## config.mk

```make
export PLATFORM = sky130hd
export DESIGN_NAME = pc_fetch_unit
export DESIGN_NICKNAME = d
export VERILOG_FILES = /design/src/rtl/pc_fetch_pkg.sv /design/src/rtl/fetch_perf_counter.sv /design/src/rtl/pc_fetch_unit.sv
export SDC_FILE = /design/constraint.sdc
export NUM_CORES = 1
export LEC_CHECK = 0
export BUFFER_PORTS_ARGS = -buffer_cell sky130_fd_sc_hd__clkbuf_2
export CORE_MARGIN = 2
export CORE_UTILIZATION = 45
export DETAILED_ROUTE_END_ITERATION = 6
export PLACE_DENSITY = 0.74
export SETUP_SLACK_MARGIN = 0.15
export SYNTH_ARGS = -nofsm -noshare
export SYNTH_HDL_FRONTEND = slang
export SYNTH_HIERARCHICAL = 1
export SYNTH_SLANG_ARGS = --single-unit
```

## constraint.sdc

```tcl
create_clock -name CLK -period 4.1 [get_ports CLK]
set_input_delay 0.41 -clock CLK [delete_from_list [all_inputs] [get_ports CLK]]
set_output_delay 0.41 -clock CLK [all_outputs]
set_load 0.01 [all_outputs]
```

## src/rtl/pc_fetch_pkg.sv

```systemverilog
// Shared types and constants for the fetch unit: FSM state encoding, NOP word, reset PC.
// No logic; imported by pc_fetch_unit and fetch_perf_counter.
package pc_fetch_pkg;

   typedef enum logic [1:0] {
      ST_FETCH = 2'd0,
      ST_HOLD  = 2'd1,
      ST_DRAIN = 2'd2
   } fetch_state_t;

   localparam logic [31:0] NOP_INSTR        = 32'h0000_0013;
   localparam logic [31:0] DEFAULT_RESET_PC = 32'h0000_0000;

   function automatic logic [31:0] align_word(input logic [31:0] addr);
      return {addr[31:2], 2'b00};
   endfunction

endpackage

```

## src/rtl/fetch_perf_counter.sv

```systemverilog
// Delivered-instruction and accepted-redirect counters, 32-bit wrapping.
// Latency: count visible the cycle after the event; no backpressure.
module fetch_perf_counter
   import pc_fetch_pkg::*;
(
   input  logic        i_clk,
   input  logic        i_rst_n,
   input  logic        i_fetch_inc,
   input  logic        i_redirect_inc,
   output logic [31:0] o_fetch_cnt,
   output logic [31:0] o_redirect_cnt
);

   logic [31:0] r_fetch_cnt;
   logic [31:0] r_redirect_cnt;

   always_ff @(posedge i_clk or negedge i_rst_n) begin
      if (!i_rst_n) begin
         r_fetch_cnt    <= '0;
         r_redirect_cnt <= '0;
      end else begin
         if (i_fetch_inc)    r_fetch_cnt    <= r_fetch_cnt + 32'd1;
         if (i_redirect_inc) r_redirect_cnt <= r_redirect_cnt + 32'd1;
      end
   end

   assign o_fetch_cnt    = r_fetch_cnt;
   assign o_redirect_cnt = r_redirect_cnt;

endmodule

```

## src/rtl/pc_fetch_unit.sv

```systemverilog
// Instruction fetch: PC register, imem read handshake, registered INSTR_OUT/PC_OUT, redirect drain.
// Latency: one cycle from read completion to INSTR_VALID; STALL parks in HOLD, PC_SEL overrides it.
// FETCH_PERF_CNT_EN adds the fetch/redirect counters; otherwise the counter ports read 0.
module pc_fetch_unit
   import pc_fetch_pkg::*;
#(
   parameter logic [31:0] RESET_PC = DEFAULT_RESET_PC
)(
   input  logic        CLK,
   input  logic        RESET_N,
   input  logic        PC_SEL,
   input  logic [31:0] BRANCH_TARGET,
   input  logic        STALL,
   output logic [31:0] IMEM_ADDR,
   output logic        IMEM_READ,
   input  logic        IMEM_BUSYWAIT,
   input  logic [31:0] IMEM_INSTR,
   output logic [31:0] INSTR_OUT,
   output logic [31:0] PC_OUT,
   output logic [31:0] PC_PLUS4,
   output logic        INSTR_VALID,
   output logic        FLUSH_OUT,
   output logic [31:0] FETCH_CNT,
   output logic [31:0] REDIRECT_CNT
);

   fetch_state_t r_state;
   logic [31:0]  r_fetch_pc;
   logic [31:0]  r_pending;
   logic [31:0]  r_instr;
   logic [31:0]  r_pc_out;
   logic         r_valid;
   logic         r_flush;

   logic         w_read;
   logic         w_done;
   logic [31:0]  w_target;

   // Read request drops immediately with reset so a half-finished access is abandoned.
   assign w_read   = RESET_N && (r_state != ST_HOLD);
   assign w_done   = w_read && !IMEM_BUSYWAIT;
   assign w_target = align_word(BRANCH_TARGET);

   always_ff @(posedge CLK or negedge RESET_N) begin
      if (!RESET_N) begin
         r_state    <= ST_FETCH;
         r_fetch_pc <= RESET_PC;
         r_pending  <= '0;
         r_instr    <= NOP_INSTR;
         r_pc_out   <= RESET_PC;
         r_valid    <= 1'b0;
         r_flush    <= 1'b0;
      end else begin
         r_flush <= PC_SEL;
         case (r_state)
            ST_FETCH: begin
               if (PC_SEL) begin
                  r_valid <= 1'b0;
                  r_instr <= NOP_INSTR;
                  if (w_done) begin
                     r_fetch_pc <= w_target;
                  end else begin
                     r_pending <= w_target;
                     r_state   <= ST_DRAIN;
                  end
               end else if (w_done) begin
                  if (r_valid && STALL) begin
                     r_state <= ST_HOLD;
                  end else begin
                     r_instr    <= IMEM_INSTR;
                     r_pc_out   <= r_fetch_pc;
                     r_valid    <= 1'b1;
                     r_fetch_pc <= r_fetch_pc + 32'd4;
                  end
               end else if (!STALL) begin
                  r_valid <= 1'b0;
                  r_instr <= NOP_INSTR;
               end
            end
            ST_HOLD: begin
               if (PC_SEL) begin
                  r_valid    <= 1'b0;
                  r_instr    <= NOP_INSTR;
                  r_fetch_pc <= w_target;
                  r_state    <= ST_FETCH;
               end else if (!STALL) begin
                  r_valid <= 1'b0;
                  r_instr <= NOP_INSTR;
                  r_state <= ST_FETCH;
               end
            end
            ST_DRAIN: begin
               // Output is already invalid here; only the redirect target can change.
               if (PC_SEL) r_pending <= w_target;
               if (w_done) begin
                  r_fetch_pc <= PC_SEL ? w_target : r_pending;
                  r_state    <= ST_FETCH;
               end
            end
            default: r_state <= ST_FETCH;
         endcase
      end
   end

   assign IMEM_ADDR   = r_fetch_pc;
   assign IMEM_READ   = w_read;
   assign INSTR_OUT   = r_instr;
   assign PC_OUT      = r_pc_out;
   assign PC_PLUS4    = r_pc_out + 32'd4;
   assign INSTR_VALID = r_valid;
   assign FLUSH_OUT   = r_flush;

`ifdef FETCH_PERF_CNT_EN
   logic w_deliver;

   assign w_deliver = (r_state == ST_FETCH) && !PC_SEL && w_done && !(r_valid && STALL);

   fetch_perf_counter u_perf (
      .i_clk          (CLK),
      .i_rst_n        (RESET_N),
      .i_fetch_inc    (w_deliver),
      .i_redirect_inc (PC_SEL),
      .o_fetch_cnt    (FETCH_CNT),
      .o_redirect_cnt (REDIRECT_CNT)
   );
`else
   assign FETCH_CNT    = '0;
   assign REDIRECT_CNT = '0;
`endif

endmodule

```

==> reports/results.ini <==
[timing]
setup_violations = 0
hold_viol = 0
final_max_slew_viol_count = 0
period_share = 0.7159
max_freq_ghz = 0.3407
slew_headroom = 0.3120
fin_worst_skew_ps = 8.975
tightest_slew_ps = 1019
worst_slack_ps = 1165
period_minus_slack_ps = 2935
grt_setup_unrepaired = false
finalSetupTns_ps = 0

[floorplan]
die_x_um = 131.2
start_util = 0.4598
rows = 46
die_h_um = 131.2
ioPinCount = 264
die-area_mm2 = 0.01720
core_mm2 = 0.01583

[flow_run]
cap_violations = 0

[clocking]
cts_resized = 0
cts_num_sinks = 132
clk_pin_slew_ps = 60
cts_setup_buffers = 0
cts_buffer_depth = 2
cts_tree = built
htreeDepth = 4
cts_root_buffer = clkbuf_16
cts_buffers = 17
ctsHoldBuffers = 0
insertion_delay_ps = 430

[critical_path]
r2r_start = r_state[0]
critPathLaunchType = flop
r2r-end = IMEM_ADDR[12]
path_max_fanout = 8
critPathKind = flop to primary output
worstSetupEndpointType = primary output
crit_required_ps = 3690
r2r_slack_ps = 1200
crit_arrival_ps = 2530
r2r_cells = 8

[yosys]
synth_common_cells = dfrtp_1, nand2_1, buf_4, o21ai_0, a22o_1
synth.area.top_cells = dfrtp_1, buf_4, nand2_1, a22o_1, mux2_2
synth_seq_area_share = 0.4544
avgSynthCellArea_um2 = 9.550
ys_ff_latch = 132
yosysMostFrequentCell = dfrtp_1
netlist_instances = 762
ys_async_sr_fraction = 1.000
synth_cell_types = 61
synth_edf_count = 0
yosys_most_used_dff = dfrtp_1
synth_top_area_share = 0.4436
yosysTopAreaCell = dfrtp_1
synth_warnings = 6
netlist_area_mm2 = 0.007277

[global_routing]
grt_pass1_vias = 5879
gr-total-overflow = 0
grt_use_total = 0.2283
grt_max_degree = 70
grt_pass1_wl_um = 31730
antenna_found_initial = 1

[placement]
port_buffers = 197
dp_slack_ps = 1261
hpwlAfterDp_um = 13590
place_area_mm2 = 0.008230
place_congestion = 0.8203

[layout]
post-route-util = 0.5564
fin_nets = 1023
finish.instance_area_mm2 = 0.008807
layout-drive-gt1-share = 0.3046
fillCellCount = 1432
area_delta_synth_final_pct = 21.03

[hold_path]
worstHoldPathType = input port to async pin

[power_and_ir_drop]
ir_drop_mv = 0.3559
leakage_uw = 0.004413
power.density_mw_per_mm2 = 783.9

[route]
final_antenna_net_count = 0
drc = 0
via_per_inst = 5.345
drtIter0Drc = 494
vias = 6302
wl_per_cell_um = 16.52
drt_pass1_iterations = 5
drt_wl_total_um = 19470

[run_status]
status = finished clean

## layer usage
metal  GRT usage  vias to the layer above  routed length [um]
met5           0                        -                   0
met4     0.08394                        0                 376
met3     0.05710                       27                1489
met2      0.3526                      271                9188
met1      0.3121                     3019                8420
li1            -                     2985                   -
## worst max-delay path, stage by stage (launching register included)
cell      delay (ps)
dfrtp_1          420
ha_1             250
nand2_1          130
nor3_1           750
nand4_1          220
xnor2_1          180
clkbuf_2         150
## flip-flops by register name, indices dropped and copies added, names as in the netlist
signal       count
INSTR_OUT       32
r_state          2
IMEM_ADDR       32
INSTR_VALID      1
PC_OUT          32
FLUSH_OUT        1
r_pending       32
## metrics by stage
step,cells,power (uW),hold slack [ps]
after floorplan,825,4357,114.4
after global placement,1146,5327,447.9
final,1179,6904,177.8
after detailed placement,1146,5400,452.5
after global routing,1178,7376,200.3
after CTS,1178,6912,187.4
## cells in the final DEF, fill, tap and decap left out, drive strengths merged, types with 7 or more instances in the layout
| master | instances |
|---|---|
| conb | 64 |
| buf | 16 |
| xnor2 | 21 |
| a22o | 44 |
| nand2 | 128 |
| a22oi | 9 |
| nor2 | 37 |
| nor3 | 8 |
| nand4 | 16 |
| a21oi | 31 |
| xor2 | 7 |
| clkbuf | 213 |
| nand3 | 24 |
| dfrtp | 129 |
| a31oi | 8 |
| mux2 | 31 |
| a222oi | 11 |
| o21ai | 47 |
| and3 | 17 |
| inv | 18 |
## worst max path at each step
stage,from,end,slack (ps),cells after the start
after global routing,PC_OUT[3],PC_PLUS4[18],970,6
after floorplan,PC_OUT[3],PC_PLUS4[28],1980,5
after CTS,PC_OUT[3],PC_PLUS4[18],1100,6
final,PC_OUT[3],PC_PLUS4[18],1160,6
after global placement,r_state[0],IMEM_ADDR[12],1280,8
after detailed placement,r_state[0],IMEM_ADDR[12],1260,8
## where the power goes
group          total [uW]  internal (uW)  switching, uW
logic                3010           1260           1740
registers            2410           1810            596
clock network        1490            850            640
total                6900           3920           2980
## cell type report
type,instances,area (um^2),area share
Antenna cell,1,2.502,0.0002841
Clock buffer,17,425.4,0.04830
Clock inverter,15,148.9,0.01691
Inverter,13,48.80,0.005541
Multi-Input combinational cell,573,3500,0.3974
Sequential cell,132,3307,0.3755
Tap cell,216,270.3,0.03069
Timing Repair Buffer,212,1105,0.1254
## cell families (layout without fill, tap and decap cells)
kind of cell,after synthesis,after routing,synth area share
multiplexers,37,37,0.05622
flip-flops,132,132,0.4544
buffers and inverters,120,257,0.09972
AO/OA/AOI/OAI,189,189,0.1823
other,1,65,0.0005153
XOR/XNOR,28,28,0.03370
AND/OR/NAND/NOR,250,250,0.1645
adder cells (fa/ha/maj),5,5,0.008597
No activity file was read; power rests on OpenSTA's default activity.
